## src/rtl/snn_core_streaming_par.sv

```systemverilog
// snn_core_streaming_par: lane-parallel spike accumulator streaming grouped potentials; define SNN_CORE_SAT_EN for saturating sums
module snn_core_streaming_par #(
  parameter int IN_NEURONS = 64,
  parameter int OUT_NEURONS = 32,
  parameter int PAR_LANES = 4,
  parameter int TIME_W = 32,
  parameter int WEIGHT_W = 8,
  parameter int ACC_W = 32,
  parameter logic [TIME_W-1:0] T_MAX = 32'h7FFFFFFF,
  parameter logic [TIME_W-1:0] T_MIN = 32'h00010000,
  localparam int G = OUT_NEURONS / PAR_LANES,
  localparam int AW = $clog2(IN_NEURONS) + 1,
  localparam int GW = G > 1 ? $clog2(G) : 1,
  localparam int WAW = IN_NEURONS * G > 1 ? $clog2(IN_NEURONS * G) : 1
) (
  input  logic                          clk,
  input  logic                          rst_n,
  input  logic                          i_clk_enable,
  input  logic                          i_mode,
  input  logic                          i_spike_valid,
  input  logic [TIME_W-1:0]             i_spike_time,
  input  logic [AW-1:0]                 i_spike_addr,
  input  logic                          i_last_spike,
  output logic                          o_spike_ready,
  output logic                          o_result_valid,
  output logic [PAR_LANES*ACC_W-1:0]    o_result_data,
  output logic [GW-1:0]                 o_result_group,
  output logic                          o_last_result,
  input  logic                          i_result_ready,
  output logic [WAW-1:0]                o_wram_addr,
  input  logic [PAR_LANES*WEIGHT_W-1:0] i_wram_rdata,
  output logic [GW-1:0]                 o_pram_addr,
  input  logic [PAR_LANES*ACC_W-1:0]    i_pram_rdata,
  output logic [15:0]                   o_drop_cnt,
  output logic                          o_layer_done
);
  // the spike address carries one extra bit so out-of-range indices are representable
  typedef enum logic [2:0] {IDLE, ACC_RD, ACC_WR, FETCH, FIN_RD, FIN_OUT, DONE} state_t;
  localparam int NW = OUT_NEURONS > 1 ? $clog2(OUT_NEURONS) : 1;
  localparam int PW = TIME_W + 1 + WEIGHT_W;
  localparam int SW = PW + ACC_W + 2;
  localparam logic [AW-1:0] IN_LIM = AW'(IN_NEURONS);
  localparam logic [GW-1:0] GLAST = GW'(G - 1);
  localparam logic signed [TIME_W-1:0] TMAX_S = T_MAX;
  localparam logic signed [TIME_W:0] TMIN_S = {T_MIN[TIME_W-1], T_MIN};
`ifdef SNN_CORE_SAT_EN
  localparam logic signed [SW-1:0] SMAX = {{(SW-ACC_W+1){1'b0}}, {(ACC_W-1){1'b1}}};
  localparam logic signed [SW-1:0] SMIN = ~SMAX;
  function automatic logic [ACC_W-1:0] fit(input logic signed [SW-1:0] v);
    return v > SMAX ? SMAX[ACC_W-1:0] : v < SMIN ? SMIN[ACC_W-1:0] : v[ACC_W-1:0];
  endfunction
`else
  function automatic logic [ACC_W-1:0] fit(input logic signed [SW-1:0] v);
    return v[ACC_W-1:0];
  endfunction
`endif
  state_t state;
  logic [GW-1:0] grp;
  logic [TIME_W-1:0] t_r;
  logic last_r, mode_r, first;
  logic [ACC_W-1:0] pot [OUT_NEURONS];
  logic [PAR_LANES*ACC_W-1:0] acc_flat, fin_flat;
  logic signed [TIME_W:0] diff;
  logic signed [ACC_W-1:0] cur, bias;
  logic signed [WEIGHT_W-1:0] w;
  logic signed [PW-1:0] prod;
  logic xfer, in_range;
  assign xfer = i_spike_valid & o_spike_ready;
  assign in_range = i_spike_addr < IN_LIM;
  // per-lane accumulate and finalize values; "first" means no in-range spike has landed yet, so potentials count as 0
  always_comb begin
    diff = $signed({t_r[TIME_W-1], t_r}) - TMIN_S;
    acc_flat = '0;
    fin_flat = '0;
    cur = '0;
    bias = '0;
    w = '0;
    prod = '0;
    for (int k = 0; k < PAR_LANES; k++) begin
      cur = first ? '0 : pot[NW'(int'(grp) * PAR_LANES + k)];
      w = i_wram_rdata[k*WEIGHT_W +: WEIGHT_W];
      bias = i_pram_rdata[k*ACC_W +: ACC_W];
      prod = PW'(diff) * PW'(w);
      acc_flat[k*ACC_W +: ACC_W] = fit(SW'(cur) + SW'(prod));
      fin_flat[k*ACC_W +: ACC_W] = fit(mode_r ? SW'(cur) + SW'(bias) : SW'(cur) + SW'(TMAX_S) - SW'(bias));
    end
  end
  // control FSM; the bias address runs one group ahead so its registered read data is ready in FIN_RD
  always_ff @(posedge clk or negedge rst_n)
    if (!rst_n) begin
      state <= IDLE;
      grp <= '0;
      t_r <= '0;
      last_r <= 1'b0;
      mode_r <= 1'b0;
      first <= 1'b0;
      o_spike_ready <= 1'b0;
      o_result_valid <= 1'b0;
      o_result_data <= '0;
      o_result_group <= '0;
      o_last_result <= 1'b0;
      o_wram_addr <= '0;
      o_pram_addr <= '0;
      o_drop_cnt <= '0;
      o_layer_done <= 1'b0;
    end else if (i_clk_enable) begin
      o_layer_done <= 1'b0;
      case (state)
        IDLE, FETCH: if (xfer) begin
          t_r <= i_spike_time;
          last_r <= i_last_spike;
          grp <= '0;
          if (state == IDLE) begin
            mode_r <= i_mode;
            first <= 1'b1;
          end
          if (in_range) begin
            o_wram_addr <= WAW'(int'(i_spike_addr) * G);
            o_spike_ready <= 1'b0;
            state <= ACC_RD;
          end else begin
            o_drop_cnt <= o_drop_cnt + 16'(o_drop_cnt != 16'hFFFF);
            o_spike_ready <= !i_last_spike;
            state <= i_last_spike ? FIN_RD : FETCH;
          end
        end else o_spike_ready <= 1'b1;
        ACC_RD: state <= ACC_WR;
        ACC_WR: if (grp == GLAST) begin
          first <= 1'b0;
          grp <= '0;
          o_spike_ready <= !last_r;
          state <= last_r ? FIN_RD : FETCH;
        end else begin
          grp <= grp + GW'(1);
          o_wram_addr <= o_wram_addr + WAW'(1);
          state <= ACC_RD;
        end
        FIN_RD: begin
          o_result_valid <= 1'b1;
          o_result_data <= fin_flat;
          o_result_group <= grp;
          o_last_result <= grp == GLAST;
          o_pram_addr <= grp == GLAST ? '0 : grp + GW'(1);
          state <= FIN_OUT;
        end
        FIN_OUT: if (i_result_ready) begin
          o_result_valid <= 1'b0;
          o_last_result <= 1'b0;
          if (grp == GLAST) begin
            grp <= '0;
            o_layer_done <= 1'b1;
            state <= DONE;
          end else begin
            grp <= grp + GW'(1);
            state <= FIN_RD;
          end
        end
        DONE: begin
          o_spike_ready <= 1'b1;
          state <= IDLE;
        end
        default: state <= IDLE;
      endcase
    end
  // potential storage survives reset; the first spike of a stream overwrites it
  always_ff @(posedge clk)
    if (i_clk_enable && state == ACC_WR)
      for (int k = 0; k < PAR_LANES; k++) pot[NW'(int'(grp) * PAR_LANES + k)] <= acc_flat[k*ACC_W +: ACC_W];
endmodule

```

## config.mk

```make
export PLATFORM = sky130hd
export DESIGN_NAME = snn_core_streaming_par
export DESIGN_NICKNAME = d
export VERILOG_FILES = /design/src/rtl/snn_core_streaming_par.sv
export SDC_FILE = /design/constraint.sdc
export NUM_CORES = 2
export LEC_CHECK = 0
export BUFFER_PORTS_ARGS = -buffer_cell sky130_fd_sc_hd__clkbuf_2
export CORE_MARGIN = 2
export CORE_UTILIZATION = 30
export DETAILED_ROUTE_END_ITERATION = 8
export GPL_ROUTABILITY_DRIVEN = 0
export SYNTH_ARGS = -nofsm -noshare
export SYNTH_HDL_FRONTEND = slang
export SYNTH_SLANG_ARGS = --single-unit
```

## constraint.sdc

```tcl
create_clock -name clk -period 18.21 [get_ports clk]
set_input_delay 3.642 -clock clk [delete_from_list [all_inputs] [get_ports clk]]
set_output_delay 3.642 -clock clk [all_outputs]
set_load 0.005 [all_outputs]
```

After elaboration in Yosys (flattened, before gate mapping):

Memories as Yosys holds them, arrays and structs flattened.
Cells that the tools add are included.

* bits in registers: 204
* memory bits (writable): 1024
* input bits: 206
* output and inout port bits: 163
* logic and storage cells: 119
* memories: 1

* add/sub/neg operators: 23
* $mul: 4
* magnitude comparators: 1
* eq/ne operators: 14
* multiplexer cells: 40
* bitwise gates (word level): 2
* reductions and logical operators: 19

Memories
* pot: words 32, bits a word 32, rd ports 4, clocked after Yosys merged registers in 0, wr ports 4, line 61 `logic [ACC_W-1:0] pot [OUT_NEURONS];`

Operator list (number)
* $add 32x32->32: 8
* $mux 32: 8
* $mul 33x8->32: 4
* $add 32x32->32 const B: 4
* $sub 32x32->32: 4
* $sub 32x18->33 const B: 1
* $mux 3: 9
* $mux 9: 3
* $pmux 9 s2: 1
* $add 16x1->16: 1
* $ne 16x16->1 const B: 1
* $pmux 3 s5: 1
* $eq 3x3->1 const B: 4
* $mux 1: 12
* $ne 2x2->1 const B: 6
* $reduce_and 3->1: 4
* $reduce_and 4->1: 3
* $add 5x2->5 const B: 2
* $reduce_and 5->1: 2
* $add 9x1->9 const B: 1
* $pmux 3 s3: 1
* $lt 7x7->1 const B: 1
* $eq 3x2->1 const B: 2
* $pmux 1 s2: 3
* 14 further kinds: 17

Logic depth before layout (Yosys ltp):

An unclocked memory read counts as a cell.

* depth after elaboration: 6
* mapped depth: 30
* gate-level depth less buffers: 27

Least setup slack after synthesis:

No wires, ideal clock.

* path kind: input-to-reg
* start: input port i_clk_enable
* end: memory pot[24][0] (enable)
* arrival time: 13073 ps
* required time: 17437 ps
* slack: 4364 ps
* cell stages on the path: 5
* path buffers: 1
* cells stage by stage: clkbuf_1 -> nand2b_1 -> nor2_1 -> nand2_1 -> nor3_1

RTL lines
* start, declared: line 18 `input logic i_clk_enable,`
* end, declared: line 61

==> qor.txt <==
Vias - 64,800
Avg Cell Area, Syn - 11.1 µm²
Filler Cells Inserted - 29,500
largest net degree at the start of global routing - 101
Adder-Cell Fraction of Synth Area - 25.9%
total grt overflow - 0
Initial DRC Count - 6,218
CTS resizes - 0
fin util - 33.8%
Compound-Gate Fraction of Synth Area - 13.6%
Routed Antenna Nets - 0
max_cap viols - 0
row cnt - 200
Total GRT Usage - 19.0%
drt drc - 0
CTS Buf Count - 133
setup bufs post-CTS - 0
number of buffers and inverters on the critical path - 7
htree depth - 4
CP delay by family, top - adder cells
flops & latches, synth - 1,228
largest stage delay on the critical path - 0.87 ns
RSZ-0062 raised after global routing - no
Vias/cell - 5.26
Total Neg Setup Slack - 0 ns
hpwl dp - 208,000 µm
Final Hold Violating Endpoints - 0
IO Count - 369
WS Path Type - flip-flop to flip-flop
DRT Wirelength - 293,000 µm
CTS tree - done
chip width - 550 µm
HP Start - o_result_data[119]
crit-path max FO - 41
r2r startpoint - grp[2]
post-synthesis sequential area ratio - 40.0%
Crit path arrival time - 10.40 ns
clock skew - 0.0723 ns
Final nets - 9,875
Clock Tree Buf Depth - 3
hold slack - 0.474 ns
Clock Latency Late Sink - 0.84 ns
Die Span Y - 550 µm
xor/xnor share of the synthesized area - 3.88%
Mapped Nets - 9,646
Initial Util - 30.2%
startpoint types - flip-flop
worst-margin pin slew - 1.31 ns
hold crit path type - flip-flop to flip-flop
Crit. Startpoint - grp[2]
outcome - finished, final reports clean
Top FF cell, synth - edfxtp_1
layout cell share with drive strength beyond 1 - 9.51%
Synth Instances - 8,041
routed len/inst - 23.7 µm
drt pass-1 iters - 6
PortBufs - 368
crit end category - flip-flop
number of global-route vias before repair - 64,800
Slew Viols, Final - 0
post-synthesis mux area share - 0.567%
antenna violations before repair - 66
Die Area - 303,000 µm²
CP max stage cell - xnor2_1
Synth cell types - 107
clk sinks - 1,228
hold buffers post-CTS - 0
Synth Area in Simple Gates - 10.5%
CTS root buf - clkbuf_16
EDFF count, synth - 1,024
Layout area overhead - 12.2%
Reg clk slew, reported paths - 0.06 ns
worst relative slew slack - 12.4%
first-pass GRT wire length - 430,000 µm
final period utilization - 54.5%
Data required, critical path - 18.68 ns
Async SR Flop Fraction - 16.6%
synthesized area - 89,600 µm²
Final setup viols - 0
synth warn - 0
largest family of logic cells by synthesized area - adder cells
FMAX - 101 MHz
CORE AREA - 297,000 µm²
min cycle time layout - 9.93 ns
## cell families (layout without fill, tap and decap cells)
family,after synthesis,after routing
flops,1228,1228
fa+ha+maj,1400,1400
other cells,0,21
mux,46,46
buf+inv,1312,1643
compound gates,1743,1743
simple gates,1922,1922
xor+xnor,390,390
## tightest hold or removal path, stage by stage (launching register included)
cell,delay [ns]
dfrtp_1,0.35
nand2_1,0.05
nand2_1,0.05
## cells in the mapped netlist (13+ instances only)
| library cell | number | area share (%) |
|---|---|---|
| or3_1 | 24 | 0.17 |
| edfxtp_1 | 1024 | 34 |
| nor2b_1 | 81 | 0.57 |
| buf_1 | 21 | 0.088 |
| o21bai_1 | 46 | 0.39 |
| nor2_1 | 416 | 1.7 |
| a41oi_1 | 13 | 0.13 |
| fa_1 | 756 | 17 |
| and3_1 | 32 | 0.22 |
| a211oi_1 | 34 | 0.28 |
| mux2_2 | 38 | 0.48 |
| dfrtp_1 | 204 | 5.7 |
| nand4_1 | 27 | 0.19 |
| o21ai_0 | 267 | 1.5 |
| a31oi_1 | 33 | 0.23 |
| ha_1 | 643 | 9.0 |
| a221oi_1 | 21 | 0.21 |
| xnor2_1 | 271 | 2.6 |
| o31ai_1 | 19 | 0.16 |
| a22oi_1 | 509 | 4.3 |
| nor3_1 | 77 | 0.43 |
| a21o_1 | 117 | 0.98 |
| nor4_1 | 16 | 0.11 |
| a22o_1 | 13 | 0.13 |
| o211ai_1 | 19 | 0.16 |
| nand3_1 | 61 | 0.34 |
| or2_2 | 13 | 0.091 |
| inv_1 | 939 | 3.9 |
| xor2_1 | 112 | 1.1 |
| clkbuf_1 | 345 | 1.4 |
| a41o_1 | 114 | 1.3 |
| nand2b_1 | 63 | 0.44 |
| and2_1 | 452 | 3.2 |
| a21oi_1 | 338 | 1.9 |
| nand2_1 | 604 | 2.5 |
| o21a_1 | 50 | 0.42 |
## cell type report
cell class	instances	area, µm²	area share, %
multi-input combinational	5501	49000	48.7
sequential	1228	35900	35.7
tap	3939	4930	4.90
inverter	941	3530	3.51
clock buffer	157	3440	3.42
timing repair buffer	465	2640	2.63
clock inverter	80	1050	1.05
antenna	21	52.6	0.0523
## routing by layer
metal | GRT usage [%] | share of wire (%)
met1 | 27.1 | 44
met2 | 27.6 | 42
met3 | 5.69 | 11
met4 | 5.41 | 2.5
met5 | 0 | 0.064
## metrics by stage
stage | area, µm² | std cells | worst slack, ns
final | 101000 | 12300 | 8.28
after global routing | 100000 | 12300 | 7.83
after CTS | 100000 | 12300 | 8.40
after detailed placement | 96000 | 12100 | 7.58
after global placement | 96000 | 12100 | 7.66
after floorplan | 89600 | 8041 | 4.36
## flip-flops by register name (all words and copies together) (netlist names)
name	cells
mode_r	1
o_pram_addr	3
o_result_valid	1
state	3
o_layer_done	1
last_r	1
grp	3
o_result_data	128
o_result_group	3
first	1
o_wram_addr	9
t_r	32
pot	1024
o_drop_cnt	16
o_last_result	1
o_spike_ready	1
## final timing paths
path / endpoint / slack (ns) / cells past startpoint
max reg2reg: pot[5][26] / 8.28 / 28
max in group asynchronous: t_r[1] / 13.01 / 3
max: pot[5][26] / 8.28 / 28
min reg2reg: o_result_data[119] / 0.47 / 2
min: o_result_data[119] / 0.47 / 2
min in group asynchronous: o_result_data[72] / 2.88 / 1
## cell usage in the layout (no fill, tap or decap), types with 24 or more instances in the layout
cell type	instances
a211oi_1	34
a21o_1	117
a21oi_1	338
a22oi_1	509
a31oi_1	33
a41o_1	114
and2_1	451
and3_1	25
buf_4	92
clkbuf_16	134
clkbuf_2	367
dfrtp_1	200
edfxtp_1	1024
fa_1	756
ha_1	643
inv_1	938
mux2_2	38
nand2_1	604
nand2b_1	63
nand3_1	60
nand4_1	27
nor2_1	413
nor2b_1	80
nor3_1	73
o21a_1	50
o21ai_0	267
o21bai_1	46
or3_1	24
xnor2_1	270
xor2_1	105
Power is not shown: default switching activity piles up to over one toggle a cycle in this logic, so the estimate is an artifact.
